### config.mk
export PLATFORM = sky130hd
export DESIGN_NAME = cell_comm_link_monitor
export DESIGN_NICKNAME = d
export VERILOG_FILES = /design/src/rtl/cell_comm_link_monitor.sv
export SDC_FILE = /design/constraint.sdc
export NUM_CORES = 1
export LEC_CHECK = 0
export BUFFER_PORTS_ARGS = -buffer_cell sky130_fd_sc_hd__buf_2
export CELL_PAD_IN_SITES_DETAIL_PLACEMENT = 1
export CELL_PAD_IN_SITES_GLOBAL_PLACEMENT = 2
export CORE_MARGIN = 4
export CORE_UTILIZATION = 41
export DETAILED_ROUTE_END_ITERATION = 10
export PLACE_DENSITY_LB_ADDON = 0.1
export RECOVER_POWER = 25
export SETUP_SLACK_MARGIN = 0.05
export SYNTH_ARGS = -nofsm -noshare
export SYNTH_HDL_FRONTEND = slang
export SYNTH_SLANG_ARGS = --single-unit
### constraint.sdc
create_clock -name auUserClk -period 3.2 [get_ports auUserClk]
set_input_delay 0.16 -clock auUserClk [delete_from_list [all_inputs] [get_ports auUserClk]]
set_output_delay 0.16 -clock auUserClk [all_outputs]
set_load 0.005 [all_outputs]
### src/rtl/cell_comm_link_monitor.sv
// cell_comm_link_monitor: per-link Aurora RX statistics monitor.
// Counts good frames, CRC faults, channel-down events and idle timeouts per link.
// It keeps sticky per-link fault flags and offers a strobed, registered read port.
// Optional feature: define CELL_COMM_LINK_MON_TIMEOUT_EN to build the per-link idle watchdog
// and its timeout counter. Without it, statSel=3 reads 0 and timeouts never raise linkFault.
module cell_comm_link_monitor #(
    parameter int unsigned NUM_LINKS      = 2,
    parameter int unsigned CNT_WIDTH      = 32,
    parameter int unsigned SEL_WIDTH      = 3,
    parameter int unsigned TIMEOUT_CYCLES = 1024
) (
    input  logic                 auUserClk,
    input  logic                 auUserReset,
    input  logic [NUM_LINKS-1:0] channelUp,
    input  logic [NUM_LINKS-1:0] rxTvalid,
    input  logic [NUM_LINKS-1:0] rxTlast,
    input  logic [NUM_LINKS-1:0] rxCRCvalid,
    input  logic [NUM_LINKS-1:0] rxCRCpass,
    input  logic [SEL_WIDTH-1:0] linkSel,
    input  logic [1:0]           statSel,
    input  logic                 rdStrobe,
    input  logic                 clrStrobe,
    output logic [CNT_WIDTH-1:0] rdData,
    output logic                 rdValid,
    output logic [NUM_LINKS-1:0] linkFault
);

    localparam logic [CNT_WIDTH-1:0] CntMax = '1;

`ifdef CELL_COMM_LINK_MON_TIMEOUT_EN
    localparam int unsigned          WdWidth = $clog2(TIMEOUT_CYCLES);
    localparam logic [WdWidth-1:0]   WdLast  = WdWidth'(TIMEOUT_CYCLES - 1);
`else
    // Watchdog inputs and its length have no consumer in this build
    logic w_unused_wd;
    assign w_unused_wd = ^{rxTvalid, rxTlast, TIMEOUT_CYCLES};
`endif

    // Flattened view of every counter: [link][statSel]
    logic [CNT_WIDTH-1:0] w_stat [NUM_LINKS][4];
    logic [CNT_WIDTH-1:0] w_rd_sel;

    // Saturating increment: holds at all-ones instead of wrapping
    function automatic logic [CNT_WIDTH-1:0] sat_inc(input logic [CNT_WIDTH-1:0] v);
        return (v == CntMax) ? v : v + CNT_WIDTH'(1);
    endfunction

    for (genvar g = 0; g < NUM_LINKS; g++) begin : g_link
        logic                 w_clr;
        logic                 w_good;
        logic                 w_crc_fault;
        logic                 w_down;
        logic                 w_tmo;
        logic [CNT_WIDTH-1:0] w_tmo_cnt;
        logic                 r_up;
        logic                 r_fault;
        logic [CNT_WIDTH-1:0] r_good;
        logic [CNT_WIDTH-1:0] r_crc;
        logic [CNT_WIDTH-1:0] r_down;

        // linkSel values at or above NUM_LINKS never match, so such clears do nothing
        assign w_clr       = clrStrobe && (linkSel == SEL_WIDTH'(g));
        assign w_good      = rxCRCvalid[g] & rxCRCpass[g];
        assign w_crc_fault = rxCRCvalid[g] & ~rxCRCpass[g];
        // Reset leaves r_up low, so a link already up at reset release is not a down event
        assign w_down      = r_up & ~channelUp[g];

        // Registered channel-up copy used for 1->0 detection; only reset touches it
        always_ff @(posedge auUserClk) begin
            if (auUserReset) begin
                r_up <= 1'b0;
            end else begin
                r_up <= channelUp[g];
            end
        end

        // Frame, CRC-fault and down-event counters plus sticky fault; clear beats any event
        always_ff @(posedge auUserClk) begin
            if (auUserReset || w_clr) begin
                r_good  <= '0;
                r_crc   <= '0;
                r_down  <= '0;
                r_fault <= 1'b0;
            end else begin
                if (w_good) begin
                    r_good <= sat_inc(r_good);
                end
                if (w_crc_fault) begin
                    r_crc <= sat_inc(r_crc);
                end
                if (w_down) begin
                    r_down <= sat_inc(r_down);
                end
                if (w_crc_fault || w_down || w_tmo) begin
                    r_fault <= 1'b1;
                end
            end
        end

`ifdef CELL_COMM_LINK_MON_TIMEOUT_EN
        logic [WdWidth-1:0]   r_wdog;
        logic                 w_wd_hold;
        logic [CNT_WIDTH-1:0] r_tmo;

        // A frame end or a dropped channel restarts the idle count
        assign w_wd_hold = ~channelUp[g] | (rxTvalid[g] & rxTlast[g]);
        assign w_tmo     = ~w_wd_hold & (r_wdog == WdLast);

        // Idle watchdog: counts up while the link is up and quiet, wraps to 0 on a timeout
        always_ff @(posedge auUserClk) begin
            if (auUserReset || w_clr) begin
                r_wdog <= '0;
            end else if (w_wd_hold || w_tmo) begin
                r_wdog <= '0;
            end else begin
                r_wdog <= r_wdog + WdWidth'(1);
            end
        end

        // Timeout event counter
        always_ff @(posedge auUserClk) begin
            if (auUserReset || w_clr) begin
                r_tmo <= '0;
            end else if (w_tmo) begin
                r_tmo <= sat_inc(r_tmo);
            end
        end

        assign w_tmo_cnt = r_tmo;
`else
        assign w_tmo     = 1'b0;
        assign w_tmo_cnt = '0;
`endif

        assign w_stat[g][0] = r_good;
        assign w_stat[g][1] = r_crc;
        assign w_stat[g][2] = r_down;
        assign w_stat[g][3] = w_tmo_cnt;
        assign linkFault[g] = r_fault;
    end

    // Read mux; an out-of-range linkSel matches no link and yields 0
    always_comb begin
        w_rd_sel = '0;
        for (int i = 0; i < NUM_LINKS; i++) begin
            if (linkSel == SEL_WIDTH'(i)) begin
                w_rd_sel = w_stat[i][statSel];
            end
        end
    end

    // Read port: samples pre-clear counter state, so a same-cycle clear returns the old value
    always_ff @(posedge auUserClk) begin
        if (auUserReset) begin
            rdData  <= '0;
            rdValid <= 1'b0;
        end else begin
            rdValid <= rdStrobe;
            if (rdStrobe) begin
                rdData <= w_rd_sel;
            end
        end
    end

endmodule

==> metrics.md, run 1 <==
| Metric | Value |
|---|---|
| Run status | finished with violations |
| Failing checks | capacitance limit, slew limit |
| Top cell type by total area after synthesis | sky130_fd_sc_hd__dfxtp_1 |
| Number of flip-flops and latches in the synthesized netlist | 229 |
| Type of the tightest min-delay check | in -> reg |
| Average cell area after synthesis | 8.404 um^2 |
| Setup crit start kind | primary input |
| Fraction of synthesized cell area taken by the top area cell type | 35.87% |
| Die Height | 184.6 um |
| Post-cts sizing count | 0 |
| Final period util | 83.95% |
| Fraction of the core area covered by cells at the end of the flow | 46.80% |
| First-pass detailed-route iteration total | 5 |
| Buffer count from post-CTS setup fixing | 0 |
| Synth Net Count | 1546 |
| Fraction of layout instances using a drive strength above 1 | 10.20% |
| Fraction of registers with async set or reset after synthesis | 0% |
| Total congestion overflow after global routing | 0 |
| Unrepaired setup endpoints after global routing | false |
| Gp weighted congestion | 0.8458 |
| CTS Root Cell | sky130_fd_sc_hd__clkbuf_16 |
| Post-detailed-route via-to-cell ratio | 6.243 |
| Clock-pin slew on the worst setup and hold paths | 0.07 ns |
| Fin area | 0.01435 mm^2 |
| Cell area power density | 458.1 mW/mm^2 |
| Number of vias in the routed layout | 12205 |
| Largest cells by area after synthesis | sky130_fd_sc_hd__dfxtp_1 (36%), sky130_fd_sc_hd__mux2i_1 (5.8%), sky130_fd_sc_hd__a21oi_1 (3.9%), sky130_fd_sc_hd__nand2_1 (3.8%), sky130_fd_sc_hd__nor2_1 (3.4%) |
| Number of synthesized flops with an enable pin | 0 |
| Setup violations, final | 0 |
| Pin count of the biggest net entering global routing | 64 |
| Antenna diode instance count | 0 |
| Upper clock frequency limit | 0.3722 GHz |
| Capture point of the worst reg-to-reg path | g_link[1].r_down[21] |
| Via count of the first global-routing pass | 12129 |
| Synthesized cell area | 0.01278 mm^2 |
| Standard cell core area | 0.03067 mm^2 |
| Top-count cell post-synth | sky130_fd_sc_hd__dfxtp_1 |
| Final-layout worst hold slack | 0.1242 ns |
| Wire length of the first global-routing pass | 70.67 mm |
| Number of instances in the synthesized netlist | 1521 |
| Slowest stage delay, CP | 1.82 ns |
| Highest fanout seen on the critical path | 38 |
| Clk sink count | 229 |
| Leak pwr | 0.004603 uW |
| Area growth from synthesis to layout | 12.29% |
| Peak supply drop | 0.3742 mV |
| Pins over their slew limit | 83 |
| Endpoint required time on the critical path | 3.65 ns |
| Clk buf depth | 3 |
| Drt total wl | 44.90 mm |
| Insertion delay of the later-clocked pin in the worst-skew pair | 0.55 ns |
| Initial DRC Count | 852 |
| Number of hold-slack violations in the final timing report | 0 |
| Combined global-route utilization of all metal layers | 25.91% |
| Slack of the worst reg-to-reg path | 0.66 ns |
| Worst path cell trace | buf_2 -> clkbuf_1 -> a21oi_4 -> nand2_1 -> a21oi_1 -> a31o_2 |
| Cell at the slowest stage of the critical path | sky130_fd_sc_hd__clkbuf_1 |
| Area of the die | 0.03406 mm^2 |
| Commonest cells in the netlist | sky130_fd_sc_hd__dfxtp_1 (229), sky130_fd_sc_hd__nand2_1 (130), sky130_fd_sc_hd__nor2_1 (117), sky130_fd_sc_hd__a21oi_1 (99), sky130_fd_sc_hd__mux2i_1 (74) |
| Unique masters post-synth | 62 |
| CP arrival | 3.13 ns |
| Die extent in x | 184.6 um |
| H-tree level count | 1 |
| Startpoint-to-endpoint class of the critical path | in -> reg |
| End point of the most critical hold path | rdData[2] |
| NumNets Final | 1564 |
| Setup crit end kind | flop |
| DRC Markers | 0 |
| Hold Path Cell Cnt | 3 |
| Placed Area | 0.01344 mm^2 |
| Number of antenna violations at the first check in global routing | 0 |
| Port Buffers | 49 |
| Worst relative slew slack | -72.26% |
| Start point of the worst min-delay path | rdStrobe |
| Post-DP HPWL | 32.64 mm |
| Max-capacitance violation count | 2 |
| Yosys warning count | 0 |
| Total negative slack | 0 ns |
| Post-route minimum period | 2.687 ns |
| Avg WL per Cell | 22.96 um |
| Post-synth top flop | sky130_fd_sc_hd__dfxtp_1 |
| Power after layout | 6575 uW |
| Initial standard-cell utilization of the core | 41.68% |
| Worst r2r path cells | 5 |
| Least-Margin Pin Slew | 2.584 ns |
| Setup Skew | 0.009745 ns |
| Clock tree from TritonCTS | yes |
| Fraction of the yosys area taken by sequential cells | 35.87% |
| I/O Pins | 54 |
| Cell Rows | 64 |
| Critical R2R Launch | g_link[1].r_down[9] |
| Antenna viol nets, final | 0 |
| Total clock buffers created by CTS | 28 |
## worst max-delay path, delay by kind of cell
family	cells	cell delay, ns
AND/OR/NAND/NOR	1	0.24
buffers and inverters	2	1.91
AO/OA/AOI/OAI	3	0.82
## where the power goes
part           switching [uW]  internal [uW]  total, uW
Clock                    1300           2000       3300
Combinational             248            121        369
Sequential               25.3           2880       2910
## kinds of logic (layout without fill, tap and decap cells)
logic type,Yosys count,in the layout,synth area share (%)
AO/OA/AOI/OAI,375,375,21.29
XOR/XNOR,56,56,3.837
adder cells (fa/ha/maj),6,6,0.5873
buffers and inverters,115,153,3.690
flip-flops,229,229,35.87
multiplexers,74,74,5.795
AND/OR/NAND/NOR,666,666,28.94
## placed cells by master (no fill, tap or decap), drive strengths merged, types with 48 or more instances in the layout
cell	netlist	layout
nand4	62	62
nor2	117	117
clkbuf	57	74
nor3	50	50
mux2i	74	74
or4	53	53
dfxtp	229	229
nand2	130	130
o21ai	56	56
or3	56	56
a21oi	99	99
nand3	61	61
buf	38	48
## area by class of cell
| type | count | area [um^2] |
|---|---|---|
| Clock buffer | 41 | 820.8 |
| Clock inverter | 9 | 120.1 |
| Fill cell | 3661 | 16320 |
| Inverter | 20 | 75.07 |
| Multi-Input combinational cell | 1177 | 7761 |
| Sequential cell | 229 | 4584 |
| Tap cell | 396 | 495.5 |
| Timing Repair Buffer | 83 | 496.7 |
## sequential cells by signal (all words and copies together) (netlist names)
name	cells
g_link.r_good	64
rdValid	1
g_link.r_down	64
g_link.r_crc	64
rdData	32
g_link.r_fault	2
g_link.r_up	2
## through the flow
| stage | std cells | setup WS [ns] |
|---|---|---|
| after floorplan | 1521 | 1.120 |
| after global placement | 1903 | 0.7590 |
| after detailed placement | 1903 | 0.6637 |
| after CTS | 1955 | 0.6608 |
| after global routing | 1955 | 0.3770 |
| final | 1955 | 0.5135 |
## metal layers
metal | GRT usage (%) | share of wire [%] | up-vias
met5 | 0 | 0 | -
met3 | 2.783 | 3.7 | 52
met1 | 35.75 | 47 | 6082
met2 | 43.95 | 47 | 193
li1 | - | - | 5878
met4 | 5.649 | 2.3 | 0
## how the worst max path moves through the flow
stage                             start                   end  slack, ns  cells after the start
floorplan           g_link[0].r_down[0]  g_link[0].r_down[18]       1.12                      7
global route                auUserReset  g_link[1].r_down[20]       0.38                      6
finish                      auUserReset  g_link[1].r_down[16]       0.51                      6
detailed placement  g_link[1].r_down[9]  g_link[1].r_down[21]       0.66                      5
global placement    g_link[1].r_down[8]  g_link[1].r_down[21]       0.76                      5
CTS                 g_link[1].r_down[9]  g_link[1].r_down[21]       0.66                      5
## timing repair
action / CTS / global route
endpoints found under the hold margin: 2 / 0
setup endpoints to repair: 0 / 0
hold buffers: 2 / 0
No activity file was read; power rests on OpenSTA's default activity.
==> run 2: changes to the inputs <==
--- a/config.mk
+++ b/config.mk
@@ -9,7 +9,7 @@
 export CELL_PAD_IN_SITES_DETAIL_PLACEMENT = 1
 export CELL_PAD_IN_SITES_GLOBAL_PLACEMENT = 2
 export CORE_MARGIN = 4
-export CORE_UTILIZATION = 41
+export CORE_UTILIZATION = 38
 export DETAILED_ROUTE_END_ITERATION = 10
 export PLACE_DENSITY_LB_ADDON = 0.1
 export RECOVER_POWER = 25
==> constraint.sdc (replaced) <==
create_clock -name auUserClk -period 2.8 [get_ports auUserClk]
set_input_delay 0.14 -clock auUserClk [delete_from_list [all_inputs] [get_ports auUserClk]]
set_output_delay 0.14 -clock auUserClk [all_outputs]
set_load 0.005 [all_outputs]
==> metrics.md, run 2 (synthesis gave the netlist of run 1 again) <==
| Metric | Value |
|---|---|
| Die extent in x | 191.4 um (+3.7%) |
| Area of the die | 0.03664 mm^2 (+7.5%) |
| Post-cts sizing count | 0 (unchanged) |
| Clk sink count | 229 (unchanged) |
| Startpoint-to-endpoint class of the critical path | reg -> reg |
| Area growth from synthesis to layout | 15.66% |
| Final period util | 87.01% |
| Combined global-route utilization of all metal layers | 24.72% (-1.2 points) |
| Pins over their slew limit | 69 (-17%) |
| Standard cell core area | 0.03287 mm^2 (+7.2%) |
| Worst relative slew slack | -23.15% (+49 points) |
| Drt total wl | 46.17 mm (+2.8%) |
| First-pass detailed-route iteration total | 5 (unchanged) |
| Peak supply drop | 0.4360 mV (+17%) |
| Setup violations, final | 0 (unchanged) |
| Most common cell after layout, fill and taps aside | sky130_fd_sc_hd__dfxtp_1 |
| H-tree level count | 1 (unchanged) |
| Registers with the most flip-flops | g_link.r_crc x64, g_link.r_down x64, g_link.r_good x64 |
| Clock-pin slew on the worst setup and hold paths | 0.06 ns (about the same) |
| Number of vias in the routed layout | 12455 (+2.0%) |
| CTS Root Cell | sky130_fd_sc_hd__clkbuf_16 |
| Gp weighted congestion | 0.8628 (+2.0%) |
| Run status | finished with violations |
| Highest fanout seen on the critical path | 10 (-74%) |
| Total congestion overflow after global routing | 0 (unchanged) |
| Clk buf depth | 3 (unchanged) |
| Post-route minimum period | 2.436 ns |
| Port Buffers | 49 (unchanged) |
| Antenna viol nets, final | 0 (unchanged) |
| Number of hold-slack violations in the final timing report | 0 (unchanged) |
| Via count of the first global-routing pass | 12214 (+0.70%) |
| Setup Skew | 0.01832 ns (+0.008576 ns) |
| Commonest non-fill, non-tap cells in the layout | sky130_fd_sc_hd__dfxtp_1 (229), sky130_fd_sc_hd__nand2_1 (130), sky130_fd_sc_hd__nor2_1 (117) |
| Post-DP HPWL | 34.12 mm (+4.5%) |
| Unrepaired setup endpoints after global routing | false |
| Top layer in use | met4 |
| Setup crit start kind | flop |
| Total length of routed met3 wires | 1.253 mm (-25%) |
| Slack of the worst reg-to-reg path | 0.36 ns (-0.30 ns) |
| I/O Pins | 54 (unchanged) |
| Power after layout | 7864 uW (+20%) |
| Final-layout worst hold slack | 0.09066 ns (-0.03354 ns) |
| DRC Markers | 0 (unchanged) |
| Upper clock frequency limit | 0.4105 GHz |
| Setup crit end kind | flop |
| Type of the tightest min-delay check | in -> reg |
| Die Height | 191.4 um (+3.7%) |
| Initial standard-cell utilization of the core | 38.89% (-2.8 points) |
| Antenna diode instance count | 0 (unchanged) |
| Endpoint required time on the critical path | 3.17 ns (-0.48 ns) |
| Leak pwr | 0.004842 uW (+5.2%) |
| Least-Margin Pin Slew | 1.847 ns (-0.7368 ns) |
| Routed met2 length | 21.46 mm (+1.0%) |
| Wire length of the first global-routing pass | 71.79 mm (+1.6%) |
| Initial DRC Count | 748 (-12%) |
| NumNets Final | 1597 (+2.1%) |
| Max-capacitance violation count | 2 (unchanged) |
| Cell area power density | 531.9 mW/mm^2 (+16%) |
| Insertion delay of the later-clocked pin in the worst-skew pair | 0.56 ns (about the same) |
| Pin count of the biggest net entering global routing | 39 (-39%) |
| Total routed wire length on the met1 layer | 22.07 mm (+5.4%) |
| Failing checks | capacitance limit, slew limit |
| Avg WL per Cell | 22.70 um (-1.2%) |
| CP arrival | 2.80 ns (-0.33 ns) |
| Fraction of layout instances using a drive strength above 1 | 12.37% (+2.2 points) |
| Number of antenna violations at the first check in global routing | 0 (unchanged) |
| Post-detailed-route via-to-cell ratio | 6.123 (-1.9%) |
| Clock tree from TritonCTS | yes |
| Total clock buffers created by CTS | 29 (+3.6%) |
| Total negative slack | 0 ns (unchanged) |
| Cell Rows | 66 (+3.1%) |
## run 2: through the flow
step / util, % / instance area, um^2 / setup slack (ns) / std cells
after floorplan: - / 12780 / 0.7197 / 1521
after global placement: 41.83 / 13750 / 0.4407 / 1980
after detailed placement: 41.83 / 13750 / 0.4085 / 1980
after CTS: 45.10 / 14820 / 0.4017 / 2034
after global routing: 44.98 / 14780 / 0.1969 / 2034
final: 44.98 / 14780 / 0.3637 / 2034
## run 2: worst paths after layout
kind,from,to,depth (start not counted)
max,g_link[1].r_crc[23],g_link[1].r_crc[13],5
min,rxCRCpass[1],g_link[1].r_fault,4
max reg2reg,g_link[1].r_crc[23],g_link[1].r_crc[13],5
min reg2reg,rdData[29],rdData[29],2
## run 2: report_power, final
group | switching, uW | internal [uW]
logic | 280 | 145
clock network | 1500 | 2620
registers | 26.9 | 3290
## run 2: worst max-delay path: stages (launching register included)
cell and delay (ns):
sky130_fd_sc_hd__dfxtp_1 0.48, sky130_fd_sc_hd__nand4_1 0.30, sky130_fd_sc_hd__or4_1 0.77, sky130_fd_sc_hd__o31ai_4 0.47, sky130_fd_sc_hd__or3_1 0.17, sky130_fd_sc_hd__a21oi_1 0.06
## run 2: routing by layer
metal  GRT usage, %  vias up
met2          40.86      208
met1          34.53     6237
li1               -     5948
met3          2.246       62
met5              0        -
met4          6.989        0
## run 2: layout make-up
cell class | instances | area [um^2]
Sequential cell | 229 | 4584
Clock buffer | 41 | 840.8
Tap cell | 442 | 553.0
Inverter | 20 | 75.07
Fill cell | 3924 | 18080
Timing Repair Buffer | 115 | 777.0
Clock inverter | 10 | 202.7
Multi-Input combinational cell | 1177 | 7751
## run 2: what timing repair did
action,in CTS,in global routing
hold buffers,3,0
setup buffers,0,0
setup endpoints to repair,0,0
hold endpoints to repair,2,0
